[src/rtl/recon_load_scheduler.sv]
`default_nettype none
// +----------------------------------------------------------------------------+
// | recon_load_scheduler: bitstream table, bump allocator and DMA descriptor   |
// | sequencer. Optional flush input under macro RECON_SCHED_FLUSH_EN.          |
// | Revision: 1.0                                                              |
// +----------------------------------------------------------------------------+
module recon_load_scheduler #(
  parameter int              ADDR_WIDTH         = 34,
  parameter int              DMA_DESC_LEN_WIDTH = 20,
  parameter int              DMA_DESC_TAG_WIDTH = 8,
  parameter int              TABLE_DEPTH        = 16,
  parameter longint unsigned REGION_BASE        = 64'd0,
  parameter longint unsigned REGION_SIZE        = 64'h100_0000,
  parameter int              ALIGN_LOG2         = 12,
  parameter int              CHUNK_LOG2         = 12,
  parameter int              MAX_OUTSTANDING    = 4
) (
  input  logic                          clk,
  input  logic                          rst_n,
`ifdef RECON_SCHED_FLUSH_EN
  input  logic                          flush,
`endif
  input  logic                          store_req_valid,
  output logic                          store_req_ready,
  input  logic [7:0]                    store_id,
  input  logic [31:0]                   store_size,
  input  logic                          load_req_valid,
  output logic                          load_req_ready,
  input  logic [7:0]                    load_id,
  output logic [ADDR_WIDTH-1:0]         m_axis_read_desc_addr,
  output logic [DMA_DESC_LEN_WIDTH-1:0] m_axis_read_desc_len,
  output logic [DMA_DESC_TAG_WIDTH-1:0] m_axis_read_desc_tag,
  output logic                          m_axis_read_desc_valid,
  input  logic                          m_axis_read_desc_ready,
  input  logic [DMA_DESC_TAG_WIDTH-1:0] s_axis_read_desc_status_tag,
  input  logic [3:0]                    s_axis_read_desc_status_error,
  input  logic                          s_axis_read_desc_status_valid,
  output logic                          done_valid,
  output logic                          done_op,
  output logic [7:0]                    done_id,
  output logic [1:0]                    done_status,
  output logic [ADDR_WIDTH-1:0]         done_addr,
  output logic                          busy
);

  typedef enum logic [2:0] {
    S_IDLE        = 3'd0,
    S_STORE_ALLOC = 3'd1,
    S_LOAD_LOOKUP = 3'd2,
    S_LOAD_ISSUE  = 3'd3,
    S_LOAD_WAIT   = 3'd4,
    S_DONE        = 3'd5
  } state_t;

  localparam int IDX_W = (TABLE_DEPTH > 1) ? $clog2(TABLE_DEPTH) : 1;
  localparam int OUT_W = $clog2(MAX_OUTSTANDING + 1);
  localparam int CW    = ((ADDR_WIDTH > 33) ? ADDR_WIDTH : 33) + 1;
  localparam logic [CW-1:0] REGION_END  = CW'(REGION_BASE + REGION_SIZE);
  localparam logic [32:0]   ALIGN_MASK  = 33'((64'd1 << ALIGN_LOG2) - 64'd1);
  localparam logic [31:0]   CHUNK_BYTES = 32'(64'd1 << CHUNK_LOG2);
  localparam logic [1:0]    ST_OK   = 2'd0;
  localparam logic [1:0]    ST_BAD  = 2'd1;
  localparam logic [1:0]    ST_MISS = 2'd2;
  localparam logic [1:0]    ST_ERR  = 2'd3;

  state_t                  state;
  logic                    armed;
  logic                    last_grant_load;
  logic [7:0]              req_id;
  logic [31:0]             req_size;
  logic                    tbl_valid [TABLE_DEPTH];
  logic [ADDR_WIDTH-1:0]   tbl_base  [TABLE_DEPTH];
  logic [31:0]             tbl_size  [TABLE_DEPTH];
  logic [32:0]             tbl_alloc [TABLE_DEPTH];
  logic [ADDR_WIDTH-1:0]   next_free;
  logic [31:0]             remaining;
  logic [OUT_W-1:0]        outstanding;
  logic                    err;

  logic                    flush_req;
  logic                    idle_free;
  logic                    store_fire;
  logic                    load_fire;
  logic                    id_ok;
  logic [IDX_W-1:0]        idx;
  logic [32:0]             aligned;
  logic                    reuse;
  logic                    fits;
  logic                    accept;
  logic                    stat_hit;
  logic [OUT_W-1:0]        outstanding_nx;
  logic                    err_nx;
  logic [31:0]             rem_nx;
  logic [ADDR_WIDTH-1:0]   addr_nx;
  logic                    unused_ok;

`ifdef RECON_SCHED_FLUSH_EN
  assign flush_req = flush;
`else
  assign flush_req = 1'b0;
`endif

  function automatic logic [31:0] chunk_len(input logic [31:0] rem);
    return (rem < CHUNK_BYTES) ? rem : CHUNK_BYTES;
  endfunction

  // armed keeps both readies low until the first clock after reset release
  assign idle_free       = armed && (state == S_IDLE) && !flush_req;
  assign store_req_ready = idle_free && (!load_req_valid || last_grant_load);
  assign load_req_ready  = idle_free && (!store_req_valid || !last_grant_load);
  assign store_fire      = store_req_valid && store_req_ready;
  assign load_fire       = load_req_valid && load_req_ready;

  assign id_ok   = 32'(req_id) < TABLE_DEPTH;
  assign idx     = req_id[IDX_W-1:0];
  assign aligned = ({1'b0, req_size} + ALIGN_MASK) & ~ALIGN_MASK;
  assign reuse   = tbl_valid[idx] && (aligned <= tbl_alloc[idx]);
  assign fits    = (CW'(next_free) + CW'(aligned)) <= REGION_END;

  assign accept   = m_axis_read_desc_valid && m_axis_read_desc_ready;
  assign stat_hit = s_axis_read_desc_status_valid && (outstanding != '0) &&
                    ((state == S_LOAD_ISSUE) || (state == S_LOAD_WAIT));
  assign err_nx   = err || (stat_hit && (s_axis_read_desc_status_error != 4'd0));
  assign rem_nx   = remaining - 32'(m_axis_read_desc_len);
  assign addr_nx  = m_axis_read_desc_addr + ADDR_WIDTH'(m_axis_read_desc_len);
  assign unused_ok = ^s_axis_read_desc_status_tag;

  always_comb begin
    outstanding_nx = outstanding;
    if (accept && !stat_hit)
      outstanding_nx = outstanding + 1'b1;
    else if (!accept && stat_hit)
      outstanding_nx = outstanding - 1'b1;
  end

  always_ff @(posedge clk or negedge rst_n) begin
    if (!rst_n) begin
      state                  <= S_IDLE;
      armed                  <= 1'b0;
      last_grant_load        <= 1'b1;
      req_id                 <= '0;
      req_size               <= '0;
      next_free              <= ADDR_WIDTH'(REGION_BASE);
      remaining              <= '0;
      outstanding            <= '0;
      err                    <= 1'b0;
      m_axis_read_desc_addr  <= '0;
      m_axis_read_desc_len   <= '0;
      m_axis_read_desc_tag   <= '0;
      m_axis_read_desc_valid <= 1'b0;
      done_valid             <= 1'b0;
      done_op                <= 1'b0;
      done_id                <= '0;
      done_status            <= '0;
      done_addr              <= '0;
      busy                   <= 1'b0;
      for (int i = 0; i < TABLE_DEPTH; i++) begin
        tbl_valid[i] <= 1'b0;
        tbl_base[i]  <= '0;
        tbl_size[i]  <= '0;
        tbl_alloc[i] <= '0;
      end
    end else begin
      armed      <= 1'b1;
      done_valid <= 1'b0;
      case (state)
        S_IDLE: begin
          if (flush_req) begin
            for (int i = 0; i < TABLE_DEPTH; i++) tbl_valid[i] <= 1'b0;
            next_free <= ADDR_WIDTH'(REGION_BASE);
          end else if (store_fire) begin
            state           <= S_STORE_ALLOC;
            req_id          <= store_id;
            req_size        <= store_size;
            last_grant_load <= 1'b0;
            busy            <= 1'b1;
          end else if (load_fire) begin
            state           <= S_LOAD_LOOKUP;
            req_id          <= load_id;
            last_grant_load <= 1'b1;
            busy            <= 1'b1;
          end
        end
        S_STORE_ALLOC: begin
          state      <= S_DONE;
          done_valid <= 1'b1;
          done_op    <= 1'b0;
          done_id    <= req_id;
          done_addr  <= '0;
          if (!id_ok) begin
            done_status <= ST_BAD;
          end else if (req_size == 32'd0) begin
            done_status <= ST_ERR;
          end else if (reuse) begin
            tbl_size[idx] <= req_size;
            done_addr     <= tbl_base[idx];
            done_status   <= ST_OK;
          end else if (fits) begin
            tbl_valid[idx] <= 1'b1;
            tbl_base[idx]  <= next_free;
            tbl_size[idx]  <= req_size;
            tbl_alloc[idx] <= aligned;
            next_free      <= next_free + ADDR_WIDTH'(aligned);
            done_addr      <= next_free;
            done_status    <= ST_OK;
          end else begin
            done_status <= ST_MISS;
          end
        end
        S_LOAD_LOOKUP: begin
          done_op   <= 1'b1;
          done_id   <= req_id;
          done_addr <= '0;
          if (!id_ok || !tbl_valid[idx]) begin
            state       <= S_DONE;
            done_valid  <= 1'b1;
            done_status <= id_ok ? ST_MISS : ST_BAD;
          end else begin
            state                  <= S_LOAD_ISSUE;
            remaining              <= tbl_size[idx];
            err                    <= 1'b0;
            done_addr              <= tbl_base[idx];
            m_axis_read_desc_addr  <= tbl_base[idx];
            m_axis_read_desc_len   <= DMA_DESC_LEN_WIDTH'(chunk_len(tbl_size[idx]));
            m_axis_read_desc_tag   <= '0;
            m_axis_read_desc_valid <= 1'b1;
          end
        end
        S_LOAD_ISSUE: begin
          outstanding <= outstanding_nx;
          err         <= err_nx;
          if (accept) begin
            remaining             <= rem_nx;
            m_axis_read_desc_addr <= addr_nx;
            m_axis_read_desc_len  <= DMA_DESC_LEN_WIDTH'(chunk_len(rem_nx));
            m_axis_read_desc_tag  <= m_axis_read_desc_tag + 1'b1;
            if (rem_nx == 32'd0) begin
              m_axis_read_desc_valid <= 1'b0;
              state                  <= S_LOAD_WAIT;
            end else begin
              m_axis_read_desc_valid <= 32'(outstanding_nx) < MAX_OUTSTANDING;
            end
          end else if (!m_axis_read_desc_valid) begin
            // a raised valid is held until accepted; only an idle slot may rise
            m_axis_read_desc_valid <= 32'(outstanding_nx) < MAX_OUTSTANDING;
          end
        end
        S_LOAD_WAIT: begin
          outstanding <= outstanding_nx;
          err         <= err_nx;
          if (outstanding_nx == '0) begin
            state       <= S_DONE;
            done_valid  <= 1'b1;
            done_status <= err_nx ? ST_ERR : ST_OK;
          end
        end
        S_DONE: begin
          state <= S_IDLE;
          busy  <= 1'b0;
        end
        default: begin
          state <= S_IDLE;
          busy  <= 1'b0;
        end
      endcase
    end
  end

endmodule
`default_nettype wire

[config.mk]
export PLATFORM = sky130hd
export DESIGN_NAME = recon_load_scheduler
export DESIGN_NICKNAME = d
export VERILOG_FILES = /design/src/rtl/recon_load_scheduler.sv
export SDC_FILE = /design/constraint.sdc
export NUM_CORES = 2
export LEC_CHECK = 0
export BUFFER_PORTS_ARGS = -buffer_cell sky130_fd_sc_hd__buf_2
export CORE_MARGIN = 5
export CORE_UTILIZATION = 51
export DETAILED_ROUTE_END_ITERATION = 12
export HOLD_SLACK_MARGIN = 0.02
export PLACE_DENSITY = 0.78
export SETUP_SLACK_MARGIN = 0.05
export SLEW_MARGIN = 10
export SYNTH_ARGS = -nofsm -noshare
export SYNTH_HDL_FRONTEND = slang
export SYNTH_SLANG_ARGS = --single-unit
[constraint.sdc]
create_clock -name clk -period 8.2 [get_ports clk]
set_input_delay 1.23 -clock clk [delete_from_list [all_inputs] [get_ports clk]]
set_output_delay 1.23 -clock clk [all_outputs]
set_load 0.02 [all_outputs]
==> qor.yml <==
drc: 0
reg2reg_slack_ns: 0.86
worstHoldEndpoint: "next_free[33]"
post-dp-hpwl_mm: 109.2
pin_count: 178
seq_area_frac_synth: 0.5247
slew_viol_final: 0
h-tree-depth: 4
synthXorXnorAreaFrac: 0.009849
cts_tree: "done"
ys_async_sr_fraction: 1.000
setup_tns_ns: 0
clockRootBuffer: "clkbuf_16"
worstRegToRegCells: 23
end_kind: "flop"
r2r_end: "tbl_base[296]"
synth_flop_cell: "dfrtp_1"
core_um2: 131600
area_growth_pct: 10.84
rsz0062_at_grt: "false"
clk_transition_reported_paths_ns: 0.06
post_cts_buffers: 0
syn-instance-count: 5257
synth.distinct_cells: 88
criticalPathCategory: "flop to flop"
worstReg2RegStart: "req_size[3]"
wl_per_cell_um: 25.08
layout_min_cycle_time_ns: 7.343
drive_above_1_share: 0.3252
worst_hold_path.num_cells: 0
critical_path_peak_fanout: 30
wl_mm: 178.5
synthMuxAreaShare: 0.2656
skew_ns: 0.04388
max_freq_mhz: 136.2
rows: 133
final_cell_mix: "1412 x dfrtp_1, 796 x mux2_2, 574 x nand2_1, 508 x o21ai_0, 380 x mux4_2"
die_y_um: 374.0
start_kind: "flop"
finalCritPeriodShare: 0.8955
dieArea_um2: 139900
synth_seq_cells: 1417
vias_per_cell: 6.299
synth_area_um2: 67580
peakVddDrop_mv: 0.2263
synth_top_family_by_area: "multiplexers"
status: "completed"
cts.sinks: 1417
synth_compound_area_frac: 0.07641
drtIter0Drc: 4496
hold_violations: 0
first_global_vias: 45570
gp_congestion: 0.9050
setup_viol: 0
worst_pin_slew_ns: 1.174
powerDensity_nw_per_um2: 263.8
die_x_um: 374.0
clock_latency_ns: 0.79
postSynthAreaPerCell_um2: 12.86
via_count: 44846
numCtsBuffers: 143
ctsResizeCount: 0
maxCapViolations: 0
antenna_found_initial: 13
slew_headroom: 0.2175
grt_max_degree: 168
grt_pass1_wl_mm: 277.0
synthAdderAreaFrac: 0.01700
ys_warn_count: 0
fin_ws_ns: 0.8569
min-delay-start: "next_free[33]"
synth_edf_count: 0
power.leakage_uw: 0.03542
post-place-ws_ns: 0.9340
nets: 5413
synth_simple_gate_area_frac: 0.07202
overflow: 0
cp_data_required_time_ns: 8.84
cts_hold_buf: 0
layout_commonest_cell: "dfrtp_1"
ant_nets: 0
portBuffers: 157
grt_use_total: 0.2543
dr.pass1.iters: 6
start_util: 0.5134
clock_path_buffers: 3
worst_hold_path_type: "flop to flop"
cp_data_arrival_time_ns: 7.99
power by group:
| group | switching (µW) | leakage, µW | internal [µW] |
|---|---|---|---|
| sequential | 777 | 0.0195 | 7250 |
| combinational | 3210 | 0.0136 | 1880 |
| clock | 2790 | 0.00230 | 3850 |
| total | 6780 | 0.0354 | 13000 |
layout make-up:
| type | instances | area, µm² |
|---|---|---|
| diodes | 6 | 15.01 |
| clock buffers | 210 | 4165 |
| clock inverters | 37 | 570.5 |
| fillers | 10101 | 56720 |
| inverters | 101 | 379.1 |
| multi-input cells | 3306 | 29910 |
| flip-flops and latches | 1417 | 35480 |
| well taps | 1755 | 2196 |
| repair buffers | 288 | 2197 |
metrics by stage:
stage                     cells  total power (µW)  instance area [µm²]  hold WS [ns]  utilization
after floorplan            5268             11410                67620        0.4287            -
after global placement     6867             13060                70160        0.4084       0.5330
after detailed placement   6867             13140                70160        0.4033       0.5330
after CTS                  7114             19770                74890        0.4164       0.5690
after global routing       7114             20570                74890        0.4198       0.5690
final                      7120             19760                74910        0.4158       0.5691
Yosys cell counts (33+ instances only):
cell | number | share of area
dfrtp_1 | 1416 | 0.52
mux2_2 | 796 | 0.13
nand2_1 | 588 | 0.033
o21ai_0 | 508 | 0.038
mux4_2 | 380 | 0.13
clkbuf_1 | 278 | 0.015
nor2_1 | 129 | 0.0072
a21oi_1 | 108 | 0.0080
inv_1 | 101 | 0.0056
buf_2 | 91 | 0.0067
ha_1 | 87 | 0.016
nand3_1 | 64 | 0.0047
xor2_1 | 45 | 0.0058
a22oi_1 | 44 | 0.0049
and2_1 | 41 | 0.0038
buf_1 | 39 | 0.0022
a21o_1 | 33 | 0.0037
kinds of logic after synthesis:
| family | count (synthesis) |
|---|---|
| flip-flops | 1417 |
| adder cells (fa/ha/maj) | 90 |
| AO/OA/AOI/OAI | 882 |
| buffers and inverters | 545 |
| other | 2 |
| multiplexers | 1216 |
| AND/OR/NAND/NOR | 1029 |
| XOR/XNOR | 76 |
per-layer routing:
layer  routed length [µm]  global-route usage  vias up
met3                16010             0.06061      325
met5                   57                   0        -
met1                72930              0.3528    23498
li1                     -                   -    19095
met4                 5494             0.08425       10
met2                84050              0.3994     1918
critical path, stage by stage, from the launching register on:
cell and delay, ns:
dfrtp_1 0.80, nor4_1 0.12, nand3_1 0.36, and4_1 0.32, nand3_1 0.26, nor4_1 0.78, nand3_1 0.24, nor2_1 0.24
nand2_1 0.09, xor2_1 0.16, buf_4 0.23, inv_1 0.12, ha_1 0.39, o21a_1 0.14, o21ai_0 0.17, a31oi_1 0.06
o21ai_0 0.26, a21boi_0 0.22, a41o_1 0.11, and4_2 0.34, buf_4 0.43, nand4_4 0.62, buf_12 0.42, mux2_2 0.28
how the worst max path moves through the flow:
stage,start,to,slack (ns)
6_report,req_size[3],tbl_base[296],0.86
3_3_place_gp,req_size[7],tbl_base[296],1.16
2_1_floorplan,req_id[0],tbl_base[27],2.54
5_1_grt,req_size[7],tbl_base[296],0.37
3_5_place_dp,req_size[3],tbl_base[293],0.93
4_1_cts,req_size[7],tbl_base[293],0.88
registers in the layout, summed over array words and instances, names as in the netlist, 2 cells and up:
name                   flops
m_axis_read_desc_addr     34
m_axis_read_desc_tag       8
remaining                 32
outstanding                3
done_status                2
tbl_base                 352
state                      3
tbl_valid                 16
done_id                    8
tbl_size                 512
req_size                  32
req_id                     8
next_free                 22
done_addr                 22
m_axis_read_desc_len      20
tbl_alloc                336
(Power assumes the default switching activity.)
